<file path="src/rtl/keypad_pkg.sv">
// Shared definitions for the front-panel keypad entry block: button indices,
// key FSM states and helpers for decoding one scan of the 4x4 keypad.
package keypad_pkg;

   localparam int KEY_ROWS   = 4;
   localparam int KEY_COLS   = 4;
   localparam int MAX_DIGITS = 4;

   localparam int BTN_STEP     = 0;
   localparam int BTN_RESET    = 1;
   localparam int BTN_RUNHALT  = 2;
   localparam int BTN_STOREINC = 3;
   localparam int BTN_IRQ      = 4;
   localparam int BTN_DEC      = 5;
   localparam int BTN_LOAD     = 6;
   localparam int BTN_TOA      = 7;
   localparam int BTN_TOSP     = 8;
   localparam int BTN_TOX      = 9;
   localparam int BTN_TOY      = 10;
   localparam int BTN_TOPC     = 11;

   typedef enum logic [1:0] {
      IDLE,
      CAND,
      PRESSED,
      REL
   } keyState_e;

   // A scan image names a key only when exactly one bit is set; chords and
   // empty scans are both treated as "no key".
   function automatic logic isSingleKey(input logic [15:0] image);
      return (image != 16'h0000) && ((image & (image - 16'h0001)) == 16'h0000);
   endfunction

   // Bit position of the set bit; only meaningful for single-key images.
   function automatic logic [3:0] keyCode(input logic [15:0] image);
      logic [3:0] code;
      code = 4'h0;
      for (int i = 0; i < 16; i++) begin
         if (image[i]) code = 4'(i);
      end
      return code;
   endfunction

endpackage

</file>
<file path="src/rtl/button_debounce.sv">
// One front-panel command button: synchronize the raw active-low level,
// debounce it against keypad scan strobes, and pulse once per accepted press.
module button_debounce
   import keypad_pkg::*;
#(
   parameter int DEBOUNCE_SCANS = 4
) (
   input  logic clk,
   input  logic rst,
   input  logic scanDone,
   input  logic btnRaw,
   output logic pulse
);

   localparam int CW = $clog2(DEBOUNCE_SCANS + 1);

   logic          btnMeta;
   logic          btnSync;
   logic          pressedLevel;
   logic [CW-1:0] bounceCnt;
   logic          syncPressed;

   assign syncPressed = ~btnSync;

   // Two-flop synchronizer for the asynchronous button line. Both flops come
   // out of reset at the released level so a reset never fakes a press.
   always_ff @(posedge clk or posedge rst) begin
      if (rst) begin
         btnMeta <= 1'b1;
         btnSync <= 1'b1;
      end else begin
         btnMeta <= btnRaw;
         btnSync <= btnMeta;
      end
   end

   // The debounced level only moves after the synchronized level has
   // disagreed with it on enough consecutive scan strobes. Any agreement in
   // between throws the partial count away, so contact bounce never adds up.
   always_ff @(posedge clk or posedge rst) begin
      if (rst) begin
         pressedLevel <= 1'b0;
         bounceCnt    <= '0;
      end else if (syncPressed == pressedLevel) begin
         bounceCnt <= '0;
      end else if (scanDone) begin
         if (bounceCnt == CW'(DEBOUNCE_SCANS - 1)) begin
            pressedLevel <= syncPressed;
            bounceCnt    <= '0;
         end else begin
            bounceCnt <= bounceCnt + CW'(1);
         end
      end
   end

   edge_detect uEdge (
      .clk  (clk),
      .rst  (rst),
      .sig  (pressedLevel),
      .rise (pulse)
   );

endmodule

</file>
<file path="src/rtl/edge_detect.sv">
// Registered rising-edge detector: one-clock pulse when sig goes 0 -> 1.
module edge_detect (
   input  logic clk,
   input  logic rst,
   input  logic sig,
   output logic rise
);

   logic sigPrev;

   // Remember last cycle's level and flag a 0->1 transition for exactly one
   // clock; the pulse is registered so consumers see a clean glitch-free strobe.
   always_ff @(posedge clk or posedge rst) begin
      if (rst) begin
         sigPrev <= 1'b0;
         rise    <= 1'b0;
      end else begin
         sigPrev <= sig;
         rise    <= sig & ~sigPrev;
      end
   end

endmodule

</file>
<file path="src/rtl/keypad_entry.sv">
// Front-panel input stage: scans the hex keypad into a 16-bit entry and turns
// the raw command buttons into one-cycle pulses that also consume the entry.
module keypad_entry
   import keypad_pkg::*;
#(
   parameter int SCAN_DIV       = 1000,
   parameter int DEBOUNCE_SCANS = 4,
   parameter int NUM_BTN        = 12
) (
   input  logic               clk,
   input  logic               rst,
   output logic [3:0]         col_n,
   input  logic [3:0]         row_n,
   input  logic [NUM_BTN-1:0] btn_n,
   output logic [NUM_BTN-1:0] btn_pulse,
   output logic [15:0]        user_input,
   output logic               input_valid,
   output logic [2:0]         digit_count
);

   localparam int SCW = (SCAN_DIV > 1) ? $clog2(SCAN_DIV) : 1;
   localparam int CW  = $clog2(DEBOUNCE_SCANS + 1);

   logic [3:0]     rowMeta;
   logic [3:0]     rowSync;
   logic [SCW-1:0] scanCnt;
   logic [1:0]     colIdx;
   logic           colTick;
   logic [15:0]    scanImage;
   logic           scanDone;

   keyState_e      keyState;
   logic [3:0]     candKey;
   logic [CW-1:0]  keyCnt;
   logic           emitValid;
   logic [3:0]     emitDigit;

   logic           resSingle;
   logic [3:0]     resKey;
   logic           resIsCand;
   logic           clearEntry;

   assign colTick    = (scanCnt == SCW'(SCAN_DIV - 1));
   assign col_n      = ~(4'b0001 << colIdx);
   assign resSingle  = isSingleKey(scanImage);
   assign resKey     = keyCode(scanImage);
   assign resIsCand  = resSingle && (resKey == candKey);
   assign clearEntry = |btn_pulse;

   // Column scanner. Each column is driven for SCAN_DIV clocks; the rows are
   // sampled on the last clock of that window so the synchronizer has long
   // since settled. Key code is row*4+col, so each column owns bits col,
   // col+4, col+8, col+12 of the image. The scan strobe is raised the clock
   // after column 3 is sampled, so the image it qualifies is complete.
   always_ff @(posedge clk or posedge rst) begin
      if (rst) begin
         rowMeta   <= 4'hF;
         rowSync   <= 4'hF;
         scanCnt   <= '0;
         colIdx    <= 2'd0;
         scanImage <= 16'h0000;
         scanDone  <= 1'b0;
      end else begin
         rowMeta  <= row_n;
         rowSync  <= rowMeta;
         scanDone <= colTick && (colIdx == 2'd3);
         if (colTick) begin
            scanCnt <= '0;
            colIdx  <= colIdx + 2'd1;
            for (int r = 0; r < KEY_ROWS; r++) begin
               scanImage[r*KEY_COLS + int'(colIdx)] <= ~rowSync[r];
            end
         end else begin
            scanCnt <= scanCnt + SCW'(1);
         end
      end
   end

   // Key FSM, advanced once per full scan. A candidate must be seen on
   // DEBOUNCE_SCANS consecutive scans before its digit is emitted, and must
   // then be absent for as many scans before another press is considered,
   // so a held key emits exactly once. A single brief dropout while pressed
   // returns to PRESSED without a second emit.
   always_ff @(posedge clk or posedge rst) begin
      if (rst) begin
         keyState  <= IDLE;
         candKey   <= 4'h0;
         keyCnt    <= '0;
         emitValid <= 1'b0;
         emitDigit <= 4'h0;
      end else begin
         emitValid <= 1'b0;
         if (scanDone) begin
            case (keyState)
               IDLE: begin
                  if (resSingle) begin
                     keyState <= CAND;
                     candKey  <= resKey;
                     keyCnt   <= CW'(1);
                  end
               end
               CAND: begin
                  if (resIsCand) begin
                     keyCnt <= keyCnt + CW'(1);
                     if (keyCnt == CW'(DEBOUNCE_SCANS - 1)) begin
                        keyState  <= PRESSED;
                        emitValid <= 1'b1;
                        emitDigit <= candKey;
                     end
                  end else if (resSingle) begin
                     candKey <= resKey;
                     keyCnt  <= CW'(1);
                  end else begin
                     keyState <= IDLE;
                  end
               end
               PRESSED: begin
                  if (!resIsCand) begin
                     keyState <= REL;
                     keyCnt   <= CW'(1);
                  end
               end
               REL: begin
                  if (resIsCand) begin
                     keyState <= PRESSED;
                  end else if (keyCnt == CW'(DEBOUNCE_SCANS - 1)) begin
                     keyState <= IDLE;
                  end else begin
                     keyCnt <= keyCnt + CW'(1);
                  end
               end
               default: keyState <= IDLE;
            endcase
         end
      end
   end

   // Entry register. A command pulse means the control block has just read
   // the entry, so it is wiped on the following clock; that clear takes
   // priority over a digit arriving on the same clock. Digits shift in from
   // the right and the count saturates at the display width.
   always_ff @(posedge clk or posedge rst) begin
      if (rst) begin
         user_input  <= 16'h0000;
         digit_count <= 3'd0;
         input_valid <= 1'b0;
      end else if (clearEntry) begin
         user_input  <= 16'h0000;
         digit_count <= 3'd0;
         input_valid <= 1'b0;
      end else if (emitValid) begin
         user_input  <= {user_input[11:0], emitDigit};
         input_valid <= 1'b1;
         if (digit_count < 3'(MAX_DIGITS)) begin
            digit_count <= digit_count + 3'd1;
         end
      end
   end

   for (genvar i = 0; i < NUM_BTN; i++) begin : gBtn
      button_debounce #(
         .DEBOUNCE_SCANS (DEBOUNCE_SCANS)
      ) uDebounce (
         .clk      (clk),
         .rst      (rst),
         .scanDone (scanDone),
         .btnRaw   (btn_n[i]),
         .pulse    (btn_pulse[i])
      );
   end

endmodule

</file>
<file path="config.mk">
export PLATFORM = sky130hd
export DESIGN_NAME = keypad_entry
export DESIGN_NICKNAME = d
export VERILOG_FILES = /design/src/rtl/keypad_pkg.sv /design/src/rtl/button_debounce.sv /design/src/rtl/edge_detect.sv /design/src/rtl/keypad_entry.sv
export SDC_FILE = /design/constraint.sdc
export NUM_CORES = 1
export LEC_CHECK = 0
export CAP_MARGIN = 25
export CORE_ASPECT_RATIO = 1.2
export CORE_UTILIZATION = 48
export CTS_BUF_LIST = sky130_fd_sc_hd__clkbuf_8
export DETAILED_ROUTE_END_ITERATION = 6
export PLACE_DENSITY = 0.7
export SLEW_MARGIN = 20
export SYNTH_ARGS = -nofsm -noshare
export SYNTH_HDL_FRONTEND = slang
export SYNTH_SLANG_ARGS = --single-unit
</file>
<file path="constraint.sdc">
create_clock -name clk -period 5.91 [get_ports clk]
set_clock_uncertainty 0.2 [all_clocks]
set_input_delay 1.4775 -clock clk [delete_from_list [all_inputs] [get_ports clk]]
set_output_delay 1.4775 -clock clk [all_outputs]
set_load 0.02 [all_outputs]
</file>
==> flow_summary.json <==
{
  "status": "finished, final reports clean",
  "drv_slew": 0,
  "vias": 4614,
  "power_density_nw_per_um2": 258,
  "max_freq_mhz": 289,
  "reg2reg_slack_ns": 2.70,
  "final_cells": 892,
  "rsz0062_at_grt": "no",
  "critical_path.cell_chain": "inv_1, ha_1, inv_1, clkdlybuf4s50_1",
  "syn_nets": 674,
  "viasPerCell": 5.17,
  "cts.sinks": 167,
  "hold_depth": 0,
  "p_leak_nw": 3.75,
  "tns_ns": 0,
  "cp_max_fo": 3,
  "grt_pass1_wl_um": 21300,
  "final_cell_mix": "134 x dfrtp_1, 68 x nor2_1, 63 x nand2_1",
  "crit_slowest_cell": "clkdlybuf4s50_1",
  "r2r-end": "emitDigit[1]$_DFFE_PP0P_",
  "start_kind": "register",
  "numCtsBuffers": 17,
  "setup_viol": 0,
  "grt_max_degree": 115,
  "final_util": 0.570,
  "critPathArrivalTime_ns": 1.78,
  "grt_pass1_vias": 4762,
  "cpMostUsedCell": "inv_1",
  "yosysSeqAreaShare": 0.591,
  "min-delay-start": "gBtn[5].uDebounce.btnMeta$_DFF_PP1_",
  "vdd_ir_drop_max_mv": 0.131,
  "worstSetupPathType": "reg2out",
  "dieArea_um2": 15400,
  "yosys-top-cells-area": "dfrtp_1 47%, dfstp_2 12%, nor2_1 3.6%",
  "hpwlAfterDp_um": 8380,
  "final_area_um2": 8250,
  "synth_edf_count": 0,
  "period_needed_ns": 3.46,
  "worst_ep_required_time_ns": 4.23,
  "remaining_drc_errors": 0,
  "synth_top_area_share": 0.473,
  "cts.path.max_buffers": 2,
  "ys_warn_count": 0,
  "setup_ws_ns": 2.45,
  "ant_nets": 0,
  "synth_top_cell_by_area": "dfrtp_1",
  "cts_hold_buf": 0,
  "htree_levels": 4,
  "relSlewSlack": 0.404,
  "end_kind": "output port",
  "worstRegToRegCells": 7,
  "firstDrtPassIters": 4,
  "antenna_found_initial": 0,
  "synth-seq-cells": 167,
  "ctsResizeCount": 0,
  "min_path_type": "reg2reg",
  "timing.rr.start": "scanImage[4]$_DFFE_PP0P_",
  "post_cts_buffers": 0,
  "period_share": 0.585,
  "start_util": 0.493,
  "mostFrequentLayoutCell": "dfrtp_1",
  "place_area_um2": 7760,
  "nNetsFinal": 717,
  "core_um2": 14500,
  "portBuffers": 53,
  "grt_use_total": 0.176,
  "path_clk_slew_ns": 0.08,
  "maxCapViolCount": 0,
  "dpl_worst_slack_ns": 2.71,
  "tightest_slew_ns": 0.894,
  "wl_per_cell_um": 13.5,
  "synthArstFlopShare": 1.00,
  "drive_above_1_share": 0.130,
  "cts_tree": "yes",
  "die_y_um": 136,
  "grt_remaining_overflow": 0,
  "worstHoldEndpoint": "gBtn[5].uDebounce.btnSync$_DFF_PP1_",
  "initialDrtViolationCount": 230,
  "area_delta_synth_final_pct": 15.5,
  "antenna_cells": 0,
  "synthFlopType": "dfrtp_1",
  "fp-row-count": 48,
  "wirelength_um": 12100,
  "die_w_um": 113,
  "synth_cell_types": 61,
  "cts-root-buf": "clkbuf_8",
  "place_inst": 859,
  "syn_area_um2": 7140,
  "place_congestion": 0.819,
  "syn-mean-instance-area_um2": 11.2,
  "clkLatencyLatePin_ns": 0.46,
  "synthCells": 636,
  "crit_path_max_incr_delay_ns": 0.59,
  "finalHoldViolations": 0,
  "num_io_pins": 54
}
[Yosys cell counts (3+ instances only)]
library cell and count:
ha_1 20, dfstp_2 32, o21ai_0 24, xnor2_1 6
a21oi_1 41, nand2b_1 25, a31oi_1 7, nor4b_1 3
or3_1 3, nor2_1 68, dfrtp_1 135, inv_1 21
mux2i_1 24, nand3_1 18, nand4_1 3, or4_1 5
clkbuf_1 16, nor3_1 6, buf_6 3, nor2b_1 21
mux2_4 4, nor4_1 5, xor2_1 16, nand2_1 63
buf_4 13, nand3b_1 8, o31ai_1 4
[per-layer routing]
metal  GRT usage  vias to the layer above  wire length [um]
met1       0.205                     2274              5240
met3      0.0403                       14               396
met2       0.311                       81              6240
li1            -                     2245                 -
met4      0.0782                        0               176
met5           0                        -                 0
[worst max path at each step]
stage,from,end,slack [ns],depth (start not counted)
after detailed placement,scanImage[4]$_DFFE_PP0P_,emitDigit[2]$_DFFE_PP0P_,2.71,7
after global routing,colIdx[0]$_DFFE_PP0N_,col_n[2],2.31,4
final,colIdx[0]$_DFFE_PP0N_,col_n[2],2.45,4
after CTS,colIdx[0]$_DFFE_PP0N_,col_n[2],2.40,4
after floorplan,rst,async pin,2.13,1
after global placement,scanImage[4]$_DFFE_PP0P_,emitDigit[3]$_DFFE_PP0P_,2.77,7
[logic make-up (layout without fill, tap and decap cells)]
| family | after synthesis | count (layout) | synth area share |
|---|---|---|---|
| AOI/OAI and AO/OA | 98 | 98 | 0.0892 |
| xor gates and xnor gates | 22 | 22 | 0.0270 |
| adders and majority gates | 21 | 21 | 0.0364 |
| buffers and inverters | 55 | 111 | 0.0403 |
| DFF | 167 | 167 | 0.591 |
| muxes | 31 | 31 | 0.0471 |
| and+or+nand+nor | 242 | 242 | 0.169 |
[through the flow]
stage	hold WS [ns]	power [mW]
floorplan	0.145	1.21
finish	0.157	2.12
global placement	0.146	1.23
global route	0.161	2.20
CTS	0.155	2.16
detailed placement	0.147	1.23
[sequential cells by signal, indices dropped and copies added (netlist names), 2 cells and up, named ones only]
name	flops
gBtn.uDebounce.uEdge.rise	12
candKey	4
keyCnt	3
digit_count	3
scanImage	16
user_input	16
gBtn.uDebounce.btnSync	12
gBtn.uDebounce.btnMeta	12
scanCnt	10
rowMeta	4
colIdx	2
gBtn.uDebounce.pressedLevel	12
gBtn.uDebounce.uEdge.sigPrev	12
gBtn.uDebounce.bounceCnt	36
emitDigit	4
rowSync	4
[where the power goes]
| part | total (mW) | switching, mW | internal [mW] |
|---|---|---|---|
| Sequential | 1.17 | 0.00581 | 1.16 |
| Combinational | 0.0395 | 0.0261 | 0.0134 |
| Clock | 0.917 | 0.398 | 0.519 |
[final cells by class]
cell class,count,area (um^2)
multi-input cells,414,2640
clock buffers,22,303
clock inverters,10,163
fillers,1232,6230
inverters,22,86.3
well taps,200,250
flip-flops and latches,167,4220
repair buffers,57,583
[worst max-delay path, delay by kind of cell (launching register included)]
kind | cells | cell delay [ns]
buf+inv | 3 | 0.74
flops | 1 | 0.38
fa+ha+maj | 1 | 0.21
No activity file was read; power rests on OpenSTA's default activity.
